[src/rtl/perip_sram_ctrl_if.sv]
// -----------------------------------------------------------------------------
// perip_sram_ctrl_if
// Request/response port of the asynchronous-SRAM controller.
//   master modport : on-chip requester (bus bridge, DMA)
//   slave  modport : perip_sram_ctrl
// Signals:
//   req_valid  request present
//   req_ready  controller idle; request accepted when valid && ready
//   req_wr     1 = write, 0 = read
//   req_addr   word address (ADDRW bits)
//   req_wdata  write data (DATAW bits)
//   req_be     byte enables, 1 = lane active (DATAW/8 bits)
//   rsp_valid  one-cycle pulse, access complete
//   rsp_rdata  read data, valid with rsp_valid after a read
// -----------------------------------------------------------------------------
interface perip_sram_ctrl_if #(
   parameter int ADDRW = 20,
   parameter int DATAW = 16
) ();
   localparam int NB = DATAW / 8;

   logic             req_valid;
   logic             req_ready;
   logic             req_wr;
   logic [ADDRW-1:0] req_addr;
   logic [DATAW-1:0] req_wdata;
   logic [NB-1:0]    req_be;
   logic             rsp_valid;
   logic [DATAW-1:0] rsp_rdata;

   modport master (
      output req_valid, req_wr, req_addr, req_wdata, req_be,
      input  req_ready, rsp_valid, rsp_rdata
   );

   modport slave (
      input  req_valid, req_wr, req_addr, req_wdata, req_be,
      output req_ready, rsp_valid, rsp_rdata
   );
endinterface

[src/rtl/perip_sram_ctrl.sv]
// -----------------------------------------------------------------------------
// perip_sram_ctrl
// Asynchronous-SRAM controller with valid/ready request port, programmable
// read/write wait states, byte-lane enables and a data-bus drive enable.
// Every pin output comes straight from a register.
// Ports:
//   CLK, RSTn            clock (rising edge), async active-low reset
//   bus (slave)          request/response port, see perip_sram_ctrl_if
//   SRAM_CS_Pin          chip select, active-low
//   SRAM_OE_Pin          output enable, active-low
//   SRAM_WR_Pin          write enable, active-low
//   SRAM_BE_Pin          byte-lane select, active-low
//   SRAM_ADDR_Pin        word address
//   SRAM_DATA_IN_Pin     data driven towards the SRAM
//   SRAM_DATA_T_Pin      1 = bus tristated, 0 = controller drives
//   SRAM_DATA_OUT_Pin    data returned by the SRAM
// -----------------------------------------------------------------------------
module perip_sram_ctrl #(
   parameter int ADDRW   = 20,
   parameter int DATAW   = 16,
   parameter int WAIT_RD = 2,
   parameter int WAIT_WR = 1
) (
   input  logic             CLK,
   input  logic             RSTn,
   perip_sram_ctrl_if.slave bus,
   output logic             SRAM_CS_Pin,
   output logic             SRAM_OE_Pin,
   output logic             SRAM_WR_Pin,
   output logic [DATAW/8-1:0] SRAM_BE_Pin,
   output logic [ADDRW-1:0] SRAM_ADDR_Pin,
   output logic [DATAW-1:0] SRAM_DATA_IN_Pin,
   output logic             SRAM_DATA_T_Pin,
   input  logic [DATAW-1:0] SRAM_DATA_OUT_Pin
);
   localparam int NB    = DATAW / 8;
   localparam int WMAX  = (WAIT_RD > WAIT_WR) ? WAIT_RD : WAIT_WR;
   localparam int CNTW  = (WMAX < 2) ? 1 : $clog2(WMAX + 1);

   typedef enum logic [2:0] {
      ST_IDLE     = 3'd0,
      ST_RD       = 3'd1,
      ST_WR_SETUP = 3'd2,
      ST_WR_PULSE = 3'd3,
      ST_WR_HOLD  = 3'd4
   } state_t;

   state_t            state_r;
   logic [CNTW-1:0]   cnt_r;
   logic              ready_r;
   logic              rsp_valid_r;
   logic [DATAW-1:0]  rdata_r;
   logic              cs_n_r;
   logic              oe_n_r;
   logic              wr_n_r;
   logic [NB-1:0]     be_n_r;
   logic [ADDRW-1:0]  addr_r;
   logic [DATAW-1:0]  wdata_r;
   logic              t_r;

   // Zero every byte lane whose enable is clear.
   function automatic logic [DATAW-1:0] mask_lanes(input logic [DATAW-1:0] data,
                                                    input logic [NB-1:0]    be);
      logic [DATAW-1:0] m;
      m = '0;
      for (int i = 0; i < NB; i++) begin
         m[i*8 +: 8] = be[i] ? data[i*8 +: 8] : 8'h00;
      end
      return m;
   endfunction

   // Access sequencer: state, wait counter and all pin/response registers.
   always_ff @(posedge CLK or negedge RSTn) begin
      if (!RSTn) begin
         state_r     <= ST_IDLE;
         cnt_r       <= '0;
         ready_r     <= 1'b1;
         rsp_valid_r <= 1'b0;
         rdata_r     <= '0;
         cs_n_r      <= 1'b1;
         oe_n_r      <= 1'b1;
         wr_n_r      <= 1'b1;
         be_n_r      <= {NB{1'b1}};
         addr_r      <= '0;
         wdata_r     <= '0;
         t_r         <= 1'b1;
      end else begin
         rsp_valid_r <= 1'b0;
         case (state_r)
            ST_IDLE: begin
               if (bus.req_valid) begin
                  addr_r  <= bus.req_addr;
                  wdata_r <= bus.req_wdata;
                  be_n_r  <= ~bus.req_be;
                  cs_n_r  <= 1'b0;
                  ready_r <= 1'b0;
                  if (bus.req_wr) begin
                     cnt_r   <= CNTW'(WAIT_WR);
                     t_r     <= 1'b0;
                     state_r <= ST_WR_SETUP;
                  end else begin
                     cnt_r   <= CNTW'(WAIT_RD);
                     oe_n_r  <= 1'b0;
                     state_r <= ST_RD;
                  end
               end else begin
                  state_r <= ST_IDLE;
               end
            end
            ST_RD: begin
               if (cnt_r == '0) begin
                  // be_n_r still holds the lanes of this access (active-low).
                  rdata_r     <= mask_lanes(SRAM_DATA_OUT_Pin, ~be_n_r);
                  cs_n_r      <= 1'b1;
                  oe_n_r      <= 1'b1;
                  be_n_r      <= {NB{1'b1}};
                  ready_r     <= 1'b1;
                  rsp_valid_r <= 1'b1;
                  state_r     <= ST_IDLE;
               end else begin
                  cnt_r <= cnt_r - CNTW'(1);
               end
            end
            ST_WR_SETUP: begin
               wr_n_r  <= 1'b0;
               state_r <= ST_WR_PULSE;
            end
            ST_WR_PULSE: begin
               if (cnt_r == '0) begin
                  wr_n_r  <= 1'b1;
                  state_r <= ST_WR_HOLD;
               end else begin
                  cnt_r <= cnt_r - CNTW'(1);
               end
            end
            ST_WR_HOLD: begin
               // Release the bus in the same cycle the chip is deselected.
               cs_n_r      <= 1'b1;
               t_r         <= 1'b1;
               be_n_r      <= {NB{1'b1}};
               ready_r     <= 1'b1;
               rsp_valid_r <= 1'b1;
               state_r     <= ST_IDLE;
            end
            default: begin
               cs_n_r  <= 1'b1;
               oe_n_r  <= 1'b1;
               wr_n_r  <= 1'b1;
               be_n_r  <= {NB{1'b1}};
               t_r     <= 1'b1;
               ready_r <= 1'b1;
               state_r <= ST_IDLE;
            end
         endcase
      end
   end

   assign bus.req_ready     = ready_r;
   assign bus.rsp_valid     = rsp_valid_r;
   assign bus.rsp_rdata     = rdata_r;
   assign SRAM_CS_Pin       = cs_n_r;
   assign SRAM_OE_Pin       = oe_n_r;
   assign SRAM_WR_Pin       = wr_n_r;
   assign SRAM_BE_Pin       = be_n_r;
   assign SRAM_ADDR_Pin     = addr_r;
   assign SRAM_DATA_IN_Pin  = wdata_r;
   assign SRAM_DATA_T_Pin   = t_r;
endmodule

[src/flat_wrapper.sv]
// flat-port wrapper written by rule: the top's interface ports become plain ports
module perip_sram_ctrl_flat 
#(
   parameter int ADDRW   = 20,
   parameter int DATAW   = 16,
   parameter int WAIT_RD = 2,
   parameter int WAIT_WR = 1
)
  (CLK, RSTn, SRAM_CS_Pin, SRAM_OE_Pin, SRAM_WR_Pin, SRAM_BE_Pin, SRAM_ADDR_Pin, SRAM_DATA_IN_Pin, SRAM_DATA_T_Pin, SRAM_DATA_OUT_Pin, bus_req_valid, bus_req_wr, bus_req_addr, bus_req_wdata, bus_req_be, bus_req_ready, bus_rsp_valid, bus_rsp_rdata);
  perip_sram_ctrl_if #(.ADDRW(ADDRW), .DATAW(DATAW)) bus_i ();
  input  logic CLK;
  input  logic RSTn;
  output logic SRAM_CS_Pin;
  output logic SRAM_OE_Pin;
  output logic SRAM_WR_Pin;
  output logic [DATAW/8-1:0] SRAM_BE_Pin;
  output logic [ADDRW-1:0] SRAM_ADDR_Pin;
  output logic [DATAW-1:0] SRAM_DATA_IN_Pin;
  output logic SRAM_DATA_T_Pin;
  input  logic [DATAW-1:0] SRAM_DATA_OUT_Pin;
  input wire logic [$bits(bus_i.req_valid)-1:0] bus_req_valid;
  input wire logic [$bits(bus_i.req_wr)-1:0] bus_req_wr;
  input wire logic [$bits(bus_i.req_addr)-1:0] bus_req_addr;
  input wire logic [$bits(bus_i.req_wdata)-1:0] bus_req_wdata;
  input wire logic [$bits(bus_i.req_be)-1:0] bus_req_be;
  output wire logic [$bits(bus_i.req_ready)-1:0] bus_req_ready;
  output wire logic [$bits(bus_i.rsp_valid)-1:0] bus_rsp_valid;
  output wire logic [$bits(bus_i.rsp_rdata)-1:0] bus_rsp_rdata;
  assign bus_i.req_valid = bus_req_valid;
  assign bus_i.req_wr = bus_req_wr;
  assign bus_i.req_addr = bus_req_addr;
  assign bus_i.req_wdata = bus_req_wdata;
  assign bus_i.req_be = bus_req_be;
  assign bus_req_ready = bus_i.req_ready;
  assign bus_rsp_valid = bus_i.rsp_valid;
  assign bus_rsp_rdata = bus_i.rsp_rdata;
  perip_sram_ctrl #(.ADDRW(ADDRW), .DATAW(DATAW), .WAIT_RD(WAIT_RD), .WAIT_WR(WAIT_WR)) u_core (.CLK(CLK), .RSTn(RSTn), .bus(bus_i), .SRAM_CS_Pin(SRAM_CS_Pin), .SRAM_OE_Pin(SRAM_OE_Pin), .SRAM_WR_Pin(SRAM_WR_Pin), .SRAM_BE_Pin(SRAM_BE_Pin), .SRAM_ADDR_Pin(SRAM_ADDR_Pin), .SRAM_DATA_IN_Pin(SRAM_DATA_IN_Pin), .SRAM_DATA_T_Pin(SRAM_DATA_T_Pin), .SRAM_DATA_OUT_Pin(SRAM_DATA_OUT_Pin));
endmodule
[config.mk]
export PLATFORM = sky130hd
export DESIGN_NAME = perip_sram_ctrl_flat
export DESIGN_NICKNAME = d
export VERILOG_FILES = /design/src/rtl/perip_sram_ctrl_if.sv /design/src/rtl/perip_sram_ctrl.sv /design/src/flat_wrapper.sv
export SDC_FILE = /design/constraint.sdc
export NUM_CORES = 1
export LEC_CHECK = 0
export ABC_AREA = 1
export ABC_CLOCK_PERIOD_IN_PS = 1700
export CORE_MARGIN = 1
export CORE_UTILIZATION = 41
export DETAILED_ROUTE_END_ITERATION = 8
export GPL_TIMING_DRIVEN = 0
export MAX_ROUTING_LAYER = met4
export PLACE_DENSITY = 0.86
export SLEW_MARGIN = 25
export SYNTH_ARGS = -nofsm -noshare
export SYNTH_HDL_FRONTEND = slang
export SYNTH_SLANG_ARGS = --single-unit
export TNS_END_PERCENT = 1
[constraint.sdc]
create_clock -name CLK -period 1.7 [get_ports CLK]
set_input_delay 0.255 -clock CLK [delete_from_list [all_inputs] [get_ports CLK]]
set_output_delay 0.255 -clock CLK [all_outputs]
set_load 0.05 [all_outputs]
==> flow_summary_export.csv <==
group,metric,value,unit
outcome,status,"finished clean",
place,placedCellCount,480,
route,ant_nets,0,
finish,stdcell_count,497,
die,ioPinCount,118,
clocking,cts_inserted_buffers,9,
synth,synth_seq_cells,64,
synth,synth.cell_area,2610,µm²
grt,antenna_found_initial,0,
pwr,p_total,8670,µW
synth,async_flop_share,1.00,
worst_hold_path,hold_class,"input port to asynchronous set/reset pin",
grt,use_met3,0.0767,
clocking,cts.clk_slew.worst_paths,0.07,ns
die,die_w,81.8,µm
timing,worst_slack,0.0457,ns
setup_path,r2r_end,"u_core.cnt_r[1]$_DFFE_PN0P_",
synth,yosysUniqueCellTypes,26,
place,routabilityCongestion,0.848,
setup_path,reg2reg_depth,8,
pwr,leakage,0.00218,µW
synth,synth_top_area_frac,0.557,
timing,max_freq,604,MHz
die,rows,28,
finish,fill_cells,535,
finish,final_nets,476,
setup_path,path_buf_inv,1,
clocking,clk_latency,0.33,ns
setup_path,crit_fanout,2,
clocking,htree_num_levels,3,
finish,antennaDiodeCount,0,
synth,yosys.area.top_type,"dfrtp_1",
grt,grt_util_met1,0.275,
timing,finalSetupViolations,0,
timing,finalMaxSlewViolations,0,
setup_path,critical_path.max_stage_delay,0.54,ns
route,drtIter0Drc,124,
timing,rsz0062_at_grt,"true",
die,die_area,6680,µm²
setup_path,start_kind,"flop",
clocking,cts-root-buf,"clkbuf_8",
route,vias,2417,
setup_path,end_kind,"output pin",
synth,synth_area_leaders,"dfrtp_1 56%, nand2_1 19%, dfstp_2 6.0%",
grt,grt_pass1_vias,2340,
timing,hold_violations,0,
setup_path,ff2ff_setup_slack,0.11,ns
die,core-area,6030,µm²
setup_path,r2r_start,"u_core.cnt_r[0]$_DFFE_PN0P_",
timing,slew_headroom,0.652,
place,portBuffers,117,
grt,use_met2,0.376,
synth,syn_nets,346,
die,die_h,81.8,µm
timing,tightest_slew,0.524,ns
place,placed_area,3890,µm²
synth,syn_avg_cell_area,9.09,µm²
setup_path,worstSetupPathType,"flop to output pin",
timing,fin_crit,1.65,ns
finish,fin_area,4070,µm²
place,dpl.hpwl,4980,µm
setup_path,crit_family,"buffers and inverters",
timing,fin_crit_sh,0.973,
synth,synth_edf_count,0,
synth,yosysWarnings,0,
grt,track_usage,0.232,
setup_path,crit_chain,"dlygate4sd2_1",
setup_path,cpMaxStageDelayCell,"dlygate4sd2_1",
route,drc,0,
setup_path,worstPathArrival,1.40,ns
route,viasPerCell,4.86,
timing,skew,0.00562,ns
grt,grt_pass1_wl,11100,µm
grt,grt_busiest_layer,"met2",
job,maxCapViolCount,0,
route,post_drt_wl_per_cell,14.0,µm
place,dpl_worst_slack,0.0302,ns
finish,drive_above_1_share,0.107,
die,start_util,0.433,
synth,synth_flop_cell,"dfrtp_1",
clocking,cts_setup_buffers,0,
clocking,cts.sinks,64,
setup_path,required,1.44,ns
finish,syn_to_final_growth,56.0,%
grt,grt_max_degree,38,
synth,ys_seq_area_frac,0.617,
clocking,cts_tree,"yes",
grt,grt-ovfl-total,0,
clocking,clock_path_buffers,2,
route,drt_pass1_iterations,5,
finish,final_util,0.675,
route,routed_wl,6960,µm
pwr,vdd_drop_max,1.13,mV
synth,synth_cells,287,
pwr,power_density,2130,nW/µm²
## synth_stat cells (2+ instances only)
library cell / n
clkbuf_1: 2
nand4_1: 2
clkinv_1: 2
buf_4: 3
dfrtp_1: 58
nor2_4: 2
a21oi_1: 2
o211ai_1: 2
o21ai_0: 20
inv_2: 3
o22ai_1: 2
buf_2: 5
buf_6: 2
inv_1: 9
dfstp_2: 6
nand2_1: 135
nand3_1: 22
a21boi_1: 2
## per-stage QoR
stage	TNS, ns	hold WS, ns
after floorplan	0	-0.0406
after global placement	-103.36	0.455
after detailed placement	0	0.205
after CTS	0	0.389
after global routing	-0.00232	0.411
final	0	0.378
## worst max path at each step
stage | start | endpoint | cells after the start
after floorplan | u_core.cnt_r[0]$_DFFE_PN0P_ | u_core.cnt_r[1]$_DFFE_PN0P_ | 8
after global placement | RSTn | u_core.SRAM_DATA_IN_Pin[13]$_DFFE_PN0P_ | 1
after detailed placement | u_core.SRAM_CS_Pin$_DFFE_PN1P_ | bus_req_ready | 2
after CTS | u_core.SRAM_CS_Pin$_DFFE_PN1P_ | SRAM_CS_Pin | 1
after global routing | u_core.cnt_r[0]$_DFFE_PN0P_ | u_core.cnt_r[1]$_DFFE_PN0P_ | 8
final | u_core.SRAM_OE_Pin$_DFFE_PN1P_ | SRAM_OE_Pin | 1
## placed cells by master (no fill, tap or decap)
| cell | n |
|---|---|
| dfrtp_1 | 58 |
| inv_2 | 3 |
| dlygate4sd2_1 | 56 |
| clkbuf_1 | 2 |
| a21oi_1 | 2 |
| dlygate4sd3_1 | 1 |
| nor2_4 | 2 |
| nand2_4 | 1 |
| nand4_1 | 2 |
| buf_6 | 2 |
| bufinv_16 | 2 |
| a21boi_1 | 2 |
| nand2_2 | 1 |
| o22ai_1 | 2 |
| clkinvlp_4 | 2 |
| a21boi_0 | 1 |
| nand3_1 | 22 |
| buf_4 | 5 |
| buf_2 | 5 |
| clkbuf_8 | 12 |
| clkinv_1 | 2 |
| nand2_1 | 135 |
| clkdlybuf4s15_1 | 3 |
| nor2_2 | 1 |
| dfstp_2 | 6 |
| o211ai_1 | 2 |
| nor3_1 | 1 |
| clkbuf_2 | 1 |
| clkdlybuf4s50_1 | 56 |
| nand3_2 | 1 |
| ha_1 | 1 |
| inv_1 | 9 |
| buf_12 | 1 |
| o21ai_0 | 20 |
## per-layer routing
layer  part of all wire  vias up
met5                  0        -
met1               0.41     1148
met4             0.0088        0
met3              0.079        7
met2               0.50       91
li1                   -     1171
## what timing repair did
item | 4_1_cts | 5_1_grt
hold endpoints to repair | 25 | 0
hold buffers | 1 | 0
pin swaps | 0 | 0
resized for setup | 61 | 3
endpoints found under the setup margin | 60 | 4
## registers in the layout, summed over array words and instances, names as in the netlist
signal	count
u_core.SRAM_BE_Pin	2
u_core.SRAM_CS_Pin	1
u_core.SRAM_DATA_T_Pin	1
u_core.SRAM_DATA_IN_Pin	16
u_core.SRAM_OE_Pin	1
u_core.cnt_r	2
u_core.bus.rsp_rdata	16
u_core.state_r	3
u_core.bus.rsp_valid	1
u_core.SRAM_WR_Pin	1
u_core.SRAM_ADDR_Pin	20
## layout make-up
class                   instances  area, µm²  share of cell area
multi-input cells             196        863               0.212
flip-flops and latches         64       1610               0.396
inverters                      14       52.6              0.0129
clock buffers                  12        165              0.0406
clock inverters                 4       75.1              0.0185
well taps                      75       93.8              0.0231
repair buffers                119       1130               0.277
plain buffers                  13       82.6              0.0203
## worst reg2reg max path, delay by kind of cell (launching register included)
kind | cells | cell delay (ns)
buffers and inverters | 3 | 0.50
AND/OR/NAND/NOR | 3 | 0.36
flip-flops | 1 | 0.35
adder cells (fa/ha/maj) | 1 | 0.23
AO/OA/AOI/OAI | 1 | 0.08
## logic make-up (layout without fill, tap and decap cells)
group           count (synthesis)  in the layout  share of synthesized area
buf+inv                        27            162                     0.0518
compound gates                 29             29                     0.0614
simple gates                  166            166                      0.265
fa+ha+maj                       1              1                    0.00480
flops                          64             64                      0.617
## where the power goes
group / total [µW] / internal, µW / switching, µW
combinational: 4630 / 1210 / 3420
clock: 1520 / 946 / 573
sequential: 2510 / 2180 / 330
total: 8670 / 4340 / 4320
(Power assumes the default switching activity.)
